$ cat src/rtl/systolic_pkg.sv
// Shared definitions for the systolic array feeder: default sizing, feeder state encoding
// and the lane-packing index helper.
package systolic_pkg;

  localparam int unsigned SizeDefault  = 4;
  localparam int unsigned IBitsDefault = 8;

  typedef enum logic [2:0] {
    StLoad,
    StFull,
    StClear,
    StRun,
    StDone
  } feeder_state_e;

  // LSB of lane q inside a packed lane bus of bits-wide elements.
  function automatic int unsigned lane_lsb(input int unsigned lane, input int unsigned bits);
    return lane * bits;
  endfunction

endpackage

$ cat src/rtl/systolic_skew_lane.sv
// One skewed lane: picks element (t - LANE) of its row/column, or zero outside the diagonal
// window or when disabled.
module systolic_skew_lane
  import systolic_pkg::*;
#(
  parameter int unsigned SIZE   = SizeDefault,
  parameter int unsigned I_BITS = IBitsDefault,
  parameter int unsigned T_BITS = 4,
  parameter int unsigned LANE   = 0
) (
  input  logic [T_BITS-1:0]      t_i,
  input  logic                   en_i,
  input  logic [SIZE*I_BITS-1:0] elems_i,
  output logic [I_BITS-1:0]      lane_o
);

  int idx;

  always_comb begin
    idx    = int'(t_i) - int'(LANE);
    lane_o = '0;
    if (en_i && idx >= 0 && idx < int'(SIZE)) begin
      lane_o = elems_i[idx*int'(I_BITS) +: I_BITS];
    end
  end

endmodule

$ cat src/rtl/systolic_feeder.sv
// Buffers one SIZE x SIZE pair of operand matrices, then streams them diagonally skewed
// into a systolic array after a one-cycle accumulator clear.
module systolic_feeder
  import systolic_pkg::*;
#(
  parameter int unsigned SIZE   = SizeDefault,
  parameter int unsigned I_BITS = IBitsDefault
) (
  input  logic                   i_clock,
  input  logic                   i_reset,
  input  logic                   i_valid,
  output logic                   o_ready,
  input  logic [I_BITS-1:0]      i_data_a,
  input  logic [I_BITS-1:0]      i_data_b,
  input  logic                   i_start,
  output logic                   o_clear,
  output logic [I_BITS*SIZE-1:0] o_a_full,
  output logic [I_BITS*SIZE-1:0] o_b_full,
  output logic                   o_busy,
  output logic                   o_done
);

  localparam int unsigned NumElems = SIZE * SIZE;
  localparam int unsigned KBits    = (NumElems > 1) ? $clog2(NumElems) : 1;
  localparam int unsigned TBits    = $clog2(3 * SIZE);
  localparam logic [KBits-1:0] LastK = KBits'(NumElems - 1);
  localparam logic [TBits-1:0] LastT = TBits'(3 * SIZE - 3);

  feeder_state_e state_q, state_d;
  logic [KBits-1:0] k_q, k_d;
  logic [TBits-1:0] t_q, t_d;

  logic [I_BITS-1:0] a_mem [NumElems];
  logic [I_BITS-1:0] b_mem [NumElems];

  logic [SIZE*I_BITS-1:0] a_rows [SIZE];
  logic [SIZE*I_BITS-1:0] b_cols [SIZE];
  logic [SIZE*I_BITS-1:0] a_lanes_d, b_lanes_d, a_lanes_q, b_lanes_q;

  logic             beat;
  logic             lane_en;
  logic [TBits-1:0] lane_t;

  assign beat = i_valid && (state_q == StLoad);

  always_comb begin
    state_d = state_q;
    k_d     = k_q;
    t_d     = t_q;
    unique case (state_q)
      StLoad: begin
        if (i_valid) begin
          if (k_q == LastK) begin
            k_d     = '0;
            state_d = StFull;
          end else begin
            k_d = k_q + KBits'(1);
          end
        end
      end
      StFull: begin
        if (i_start) state_d = StClear;
      end
      StClear: begin
        state_d = StRun;
        t_d     = '0;
      end
      StRun: begin
        if (t_q == LastT) begin
          state_d = StDone;
          t_d     = '0;
        end else begin
          t_d = t_q + TBits'(1);
        end
      end
      StDone: state_d = StLoad;
      default: state_d = StLoad;
    endcase
  end

  always_ff @(posedge i_clock or negedge i_reset) begin
    if (!i_reset) begin
      state_q   <= StLoad;
      k_q       <= '0;
      t_q       <= '0;
      a_lanes_q <= '0;
      b_lanes_q <= '0;
    end else begin
      state_q   <= state_d;
      k_q       <= k_d;
      t_q       <= t_d;
      a_lanes_q <= a_lanes_d;
      b_lanes_q <= b_lanes_d;
    end
  end

  // Operand storage is deliberately not reset; contents survive until overwritten.
  always_ff @(posedge i_clock) begin
    if (beat) begin
      a_mem[k_q] <= i_data_a;
      b_mem[k_q] <= i_data_b;
    end
  end

  // Lanes are computed for the cycle about to be entered so the registered output lines up
  // with the RUN state: t=0 while in CLEAR, t+1 while in RUN, nothing on the last RUN cycle.
  assign lane_en = (state_q == StClear) || ((state_q == StRun) && (t_q != LastT));
  assign lane_t  = (state_q == StClear) ? '0 : t_q + TBits'(1);

  for (genvar q = 0; q < SIZE; q++) begin : g_lane
    for (genvar c = 0; c < SIZE; c++) begin : g_pack
      assign a_rows[q][c*I_BITS +: I_BITS] = a_mem[q*SIZE + c];
      assign b_cols[q][c*I_BITS +: I_BITS] = b_mem[c*SIZE + q];
    end

    systolic_skew_lane #(
      .SIZE  (SIZE),
      .I_BITS(I_BITS),
      .T_BITS(TBits),
      .LANE  (q)
    ) u_a_lane (
      .t_i    (lane_t),
      .en_i   (lane_en),
      .elems_i(a_rows[q]),
      .lane_o (a_lanes_d[lane_lsb(q, I_BITS) +: I_BITS])
    );

    systolic_skew_lane #(
      .SIZE  (SIZE),
      .I_BITS(I_BITS),
      .T_BITS(TBits),
      .LANE  (q)
    ) u_b_lane (
      .t_i    (lane_t),
      .en_i   (lane_en),
      .elems_i(b_cols[q]),
      .lane_o (b_lanes_d[lane_lsb(q, I_BITS) +: I_BITS])
    );
  end

  assign o_ready  = (state_q == StLoad);
  assign o_clear  = (state_q == StClear);
  assign o_busy   = (state_q == StClear) || (state_q == StRun);
  assign o_done   = (state_q == StDone);
  assign o_a_full = a_lanes_q;
  assign o_b_full = b_lanes_q;

endmodule
$ cat config.mk
export PLATFORM = sky130hd
export DESIGN_NAME = systolic_feeder
export DESIGN_NICKNAME = d
export VERILOG_FILES = /design/src/rtl/systolic_pkg.sv /design/src/rtl/systolic_skew_lane.sv /design/src/rtl/systolic_feeder.sv
export SDC_FILE = /design/constraint.sdc
export NUM_CORES = 1
export LEC_CHECK = 0
export CORE_MARGIN = 3
export CORE_UTILIZATION = 35
export CTS_CLUSTER_DIAMETER = 30
export CTS_CLUSTER_SIZE = 8
export DETAILED_ROUTE_END_ITERATION = 10
export SKIP_LAST_GASP = 1
export SLEW_MARGIN = 10
export SYNTH_ARGS = -nofsm -noshare
export SYNTH_HDL_FRONTEND = slang
export SYNTH_SLANG_ARGS = --single-unit
$ cat constraint.sdc
create_clock -name i_clock -period 3.8 [get_ports i_clock]
set_clock_uncertainty 0.05 [all_clocks]
set_input_delay 0.76 -clock i_clock [delete_from_list [all_inputs] [get_ports i_clock]]
set_output_delay 0.76 -clock i_clock [all_outputs]
set_load 0.02 [all_outputs]
==> results_tabular.tex <==
\begin{tabular}{lr}
\hline
Metric & Value \\
\hline
\multicolumn{2}{l}{\textbf{Run status}} \\
\quad Status & finished clean \\
\multicolumn{2}{l}{\textbf{Power}} \\
\quad Leakage power total & 5.85 nW \\
\quad PwrDens & 927 nW/um2 \\
\quad IR drop worst, VDD & 500 uV \\
\multicolumn{2}{l}{\textbf{Floorplanning}} \\
\quad Horizontal die dimension & 197 um \\
\quad DIE HEIGHT & between 150 and 200 um \\
\quad Core region area & 35,800 um2 \\
\quad Count of pins on the block boundary & 88 \\
\quad Effective utilization at floorplan & 0.357 \\
\quad Cell row count & 69 \\
\quad Full die area & 38,900 um2 \\
\multicolumn{2}{l}{\textbf{Setup path}} \\
\quad Capture point of the worst reg-to-reg path & o\_a\_full[22] \\
\quad Arrival time at the worst endpoint & 2.51 ns \\
\quad Ordered cell list for the critical path & or3b\_4 -> inv\_2 -> clkdlybuf4s50\_1 \\
\quad Required @ worst endpoint & about 3.0 ns \\
\quad Critical Path End Type & output port \\
\quad Peak per-stage delay on the critical path & 0.78 ns \\
\quad Delay-heaviest family, CP & buffers and inverters \\
\quad Setup Crit Path Kind & register to output port \\
\quad Setup slack on the worst flop-to-flop path & 0.67 ns \\
\quad Reg2Reg Depth & 4 \\
\quad Largest fanout of any net on the critical path & 13 \\
\quad Slowest-stage cell, CP & sky130\_fd\_sc\_hd\_\_clkdlybuf4s50\_1 \\
\quad Reg2Reg Launch Point & state\_q[0] \\
\quad Count of buffer and inverter cells on the critical path & 2 \\
\quad Startpoint types & register \\
\multicolumn{2}{l}{\textbf{CTS}} \\
\quad Clock transition at the register clock pins on the worst setup and hold paths after CTS & 0.04 ns \\
\quad CTS-repair resized insts & 0 \\
\quad Maximum buffer depth of the clock tree & 3 \\
\quad Clock tree from TritonCTS & yes \\
\quad Root Buffer & sky130\_fd\_sc\_hd\_\_clkbuf\_16 \\
\quad H-tree Lvls & 3 \\
\quad TritonCTS Buffers & 70 \\
\quad Sinks on Clock Net & roughly 330 \\
\quad Clock latency on the worst-skew pair & 0.56 ns \\
\quad Post-CTS repair timing setup buffer count & 0 \\
\quad Hold\_buf cts & 0 \\
\multicolumn{2}{l}{\textbf{Timing}} \\
\quad Max-slew headroom & 0.243 \\
\quad Unrepaired setup endpoints after global routing & false \\
\quad Max-slew violation count & 0 \\
\quad Final hold violation count & 0 \\
\quad Final clock period utilization by the worst path & 0.874 \\
\quad Worst Tran Pin Value & $\sim$1.1 ns \\
\quad Maximum clock frequency & $\sim$300 MHz \\
\quad Total negative slack & 0 ns \\
\quad Count of endpoints failing setup in the final report & 0 \\
\quad Worst setup slack after layout & 0.478 ns \\
\quad Final period demand of the worst path & 3.32 ns \\
\multicolumn{2}{l}{\textbf{Placement}} \\
\quad Post-place instance area & 14,300 um2 \\
\quad Port Buffer Count & 87 \\
\quad Detailed Place HPWL & between 15,000 and 20,000 um \\
\quad Pre-CTS setup slack & 0.644 ns \\
\quad Number of instances in the placed design & $\sim$1,300 \\
\quad Global placer's final weighted congestion & 0.780 \\
\multicolumn{2}{l}{\textbf{Synthesis}} \\
\quad Yosys reg bits & 331 \\
\quad Synth unique cells & 55 \\
\quad Adder-cell area share of the yosys netlist & 0.00880 \\
\quad Combined area of all synthesized cells & 12,800 um2 \\
\quad Sequential share of the synthesized area & 0.747 \\
\quad Multiplexer area fraction after synthesis & 0.0705 \\
\quad Commonest register cell after synthesis & sky130\_fd\_sc\_hd\_\_edfxtp\_1 \\
\quad Post-synthesis simple-gate area fraction & 0.0580 \\
\quad Count of flip-flops with a built-in enable after synthesis & 256 \\
\quad Post-synthesis async set-or-reset flop share & 0.227 \\
\quad Gate count of the mapped netlist & 760 \\
\quad Post-Synth XOR/XNOR Area & 0.00274 \\
\quad Avg Cell Area, Syn & 16.8 um2 \\
\quad Largest area contributor in the netlist & sky130\_fd\_sc\_hd\_\_edfxtp\_1 \\
\quad Nets in the synthesized netlist & 789 \\
\quad Largest cells by area after synthesis & sky130\_fd\_sc\_hd\_\_edfxtp\_1 60\%, sky130\_fd\_sc\_hd\_\_dfrtp\_1 15\%, sky130\_fd\_sc\_hd\_\_o22ai\_1 3.0\% \\
\quad Warning count from the yosys run & 0 \\
\quad Dominant combinational cell family by area after synthesis & compound AO/OA/AOI/OAI gates \\
\quad Fraction of the mapped netlist area in compound gates & 0.0879 \\
\quad Share of the synthesized area in the top cell type & 0.601 \\
\multicolumn{2}{l}{\textbf{Detailed routing}} \\
\quad Drt via density & 5.31 \\
\quad First-iteration detailed-routing DRC count & 597 \\
\quad Remaining routing DRC violations & 0 \\
\quad Sum of routed wire length over all layers & around 31,000 um \\
\quad Total number of vias & 7,508 \\
\quad Antenna Nets Post-Route & 0 \\
\quad Average wire per cell in the routed design & 22.2 um \\
\quad First-pass iteration count of the detailed router & 5 \\
\multicolumn{2}{l}{\textbf{Global routing}} \\
\quad Global route total overflow & 0 \\
\quad Global Route Usage Sum & 0.165 \\
\quad First-pass GRT wire length & 48,700 um \\
\quad Number of antenna violations at the first check in global routing & 0 \\
\quad Via count of the first global-routing pass & 7,990 \\
\quad Pin count of the biggest net entering global routing & 82 \\
\multicolumn{2}{l}{\textbf{Final layout}} \\
\quad Filler Cell Count & 3,005 \\
\quad Total number of nets in the final design & between 900 and 1,000 \\
\quad Antenna diode count & 0 \\
\quad Commonest non-fill, non-tap cells in the layout & 256 x sky130\_fd\_sc\_hd\_\_edfxtp\_1, 86 x sky130\_fd\_sc\_hd\_\_clkdlybuf4s50\_1, 74 x sky130\_fd\_sc\_hd\_\_dfrtp\_1 \\
\quad Fraction of layout cells with a size suffix above 1 & 0.218 \\
\quad Post-synthesis to final-layout area growth & 30.4\% \\
\quad Most common cell after layout, fill and taps aside & sky130\_fd\_sc\_hd\_\_edfxtp\_1 \\
\quad Layout Cells excl Fill & 1,415 \\
\quad Final cell area excluding filler cells & 16,700 um2 \\
\multicolumn{2}{l}{\textbf{Run}} \\
\quad Maxcap violations & 0 \\
\multicolumn{2}{l}{\textbf{Min path}} \\
\quad Hold Path Class & input pin to async pin \\
\hline
\end{tabular}
where the power goes:
part	switching (mW)	leakage [nW]	internal [mW]	total, mW
sequential	0.209	3.29	4.22	4.43
combinational	3.09	1.40	1.88	4.96
clock	1.97	1.17	4.10	6.07
total	5.26	5.85	10.2	15.5
worst max-delay path by stage:
stage,startpoint,endpoint,slack [ns],cells past startpoint
finish,state_q[0],o_clear,0.48,3
global route,state_q[0],o_clear,0.42,3
detailed placement,state_q[0],o_a_full[22],0.64,4
floorplan,i_valid,a_mem[4][0],0.78,3
CTS,state_q[0],o_clear,0.51,3
global placement,i_valid,b_mem[9][3],0.81,6
cell usage after synthesis, types with 3 or more instances:
cell	instances
sky130_fd_sc_hd__a21oi_1	7
sky130_fd_sc_hd__nor2b_1	3
sky130_fd_sc_hd__ha_1	9
sky130_fd_sc_hd__buf_2	19
sky130_fd_sc_hd__o221ai_1	16
sky130_fd_sc_hd__a211oi_1	16
sky130_fd_sc_hd__mux2_2	33
sky130_fd_sc_hd__nor3_1	5
sky130_fd_sc_hd__xnor2_1	3
sky130_fd_sc_hd__buf_4	3
sky130_fd_sc_hd__dfrtp_1	75
sky130_fd_sc_hd__or3_1	4
sky130_fd_sc_hd__nor2_1	8
sky130_fd_sc_hd__inv_1	14
sky130_fd_sc_hd__clkbuf_1	24
sky130_fd_sc_hd__nand2_1	10
sky130_fd_sc_hd__and2_1	8
sky130_fd_sc_hd__nor4b_1	16
sky130_fd_sc_hd__edfxtp_1	256
sky130_fd_sc_hd__nand3_1	23
sky130_fd_sc_hd__nand2b_1	16
sky130_fd_sc_hd__nor4_1	16
sky130_fd_sc_hd__a2111oi_0	17
sky130_fd_sc_hd__o22ai_1	62
sky130_fd_sc_hd__o21ai_0	10
sky130_fd_sc_hd__mux2i_1	17
sky130_fd_sc_hd__buf_1	8
sky130_fd_sc_hd__mux4_2	16
sky130_fd_sc_hd__o31a_1	15
kinds of logic after synthesis:
group / count (synthesis)
DFF: 331
AOI/OAI and AO/OA: 157
and+or+nand+nor: 121
buffers and inverters: 72
muxes: 66
adders and majority gates: 9
xor gates and xnor gates: 4
metal layers:
layer / vias to the layer above / global-route usage / wire, um / part of all wire
li1: 3366 / - / - / -
met1: 3879 / 0.231 / 14400 / 0.46
met2: 208 / 0.258 / 14800 / 0.47
met3: 55 / 0.0316 / 1640 / 0.052
met4: 0 / 0.0594 / 690 / 0.022
met5: - / 0 / 0 / 0
registers in the layout, indices dropped and copies added, names as in the netlist:
register	count
o_a_full	32
b_mem	128
t_q	4
o_b_full	32
state_q	3
a_mem	128
k_q	4
final cells by class:
type	instances	area (um2)	share of cell area
multi-input cells	357	2940	0.176
well taps	461	577	0.0346
repair buffers	119	1110	0.0664
clock buffers	88	1890	0.113
clock inverters	42	531	0.0318
flip-flops and latches	331	9570	0.573
inverters	17	70.1	0.00420
through the flow:
stage	utilization	hold WS (ns)	power, mW
global route	0.466	0.200	16.2
floorplan	-	0.414	7.82
detailed placement	0.398	0.487	9.45
global placement	0.398	0.472	9.43
finish	0.466	0.170	15.5
CTS	0.466	0.187	15.6
Power figures use the tool's default switching activity.
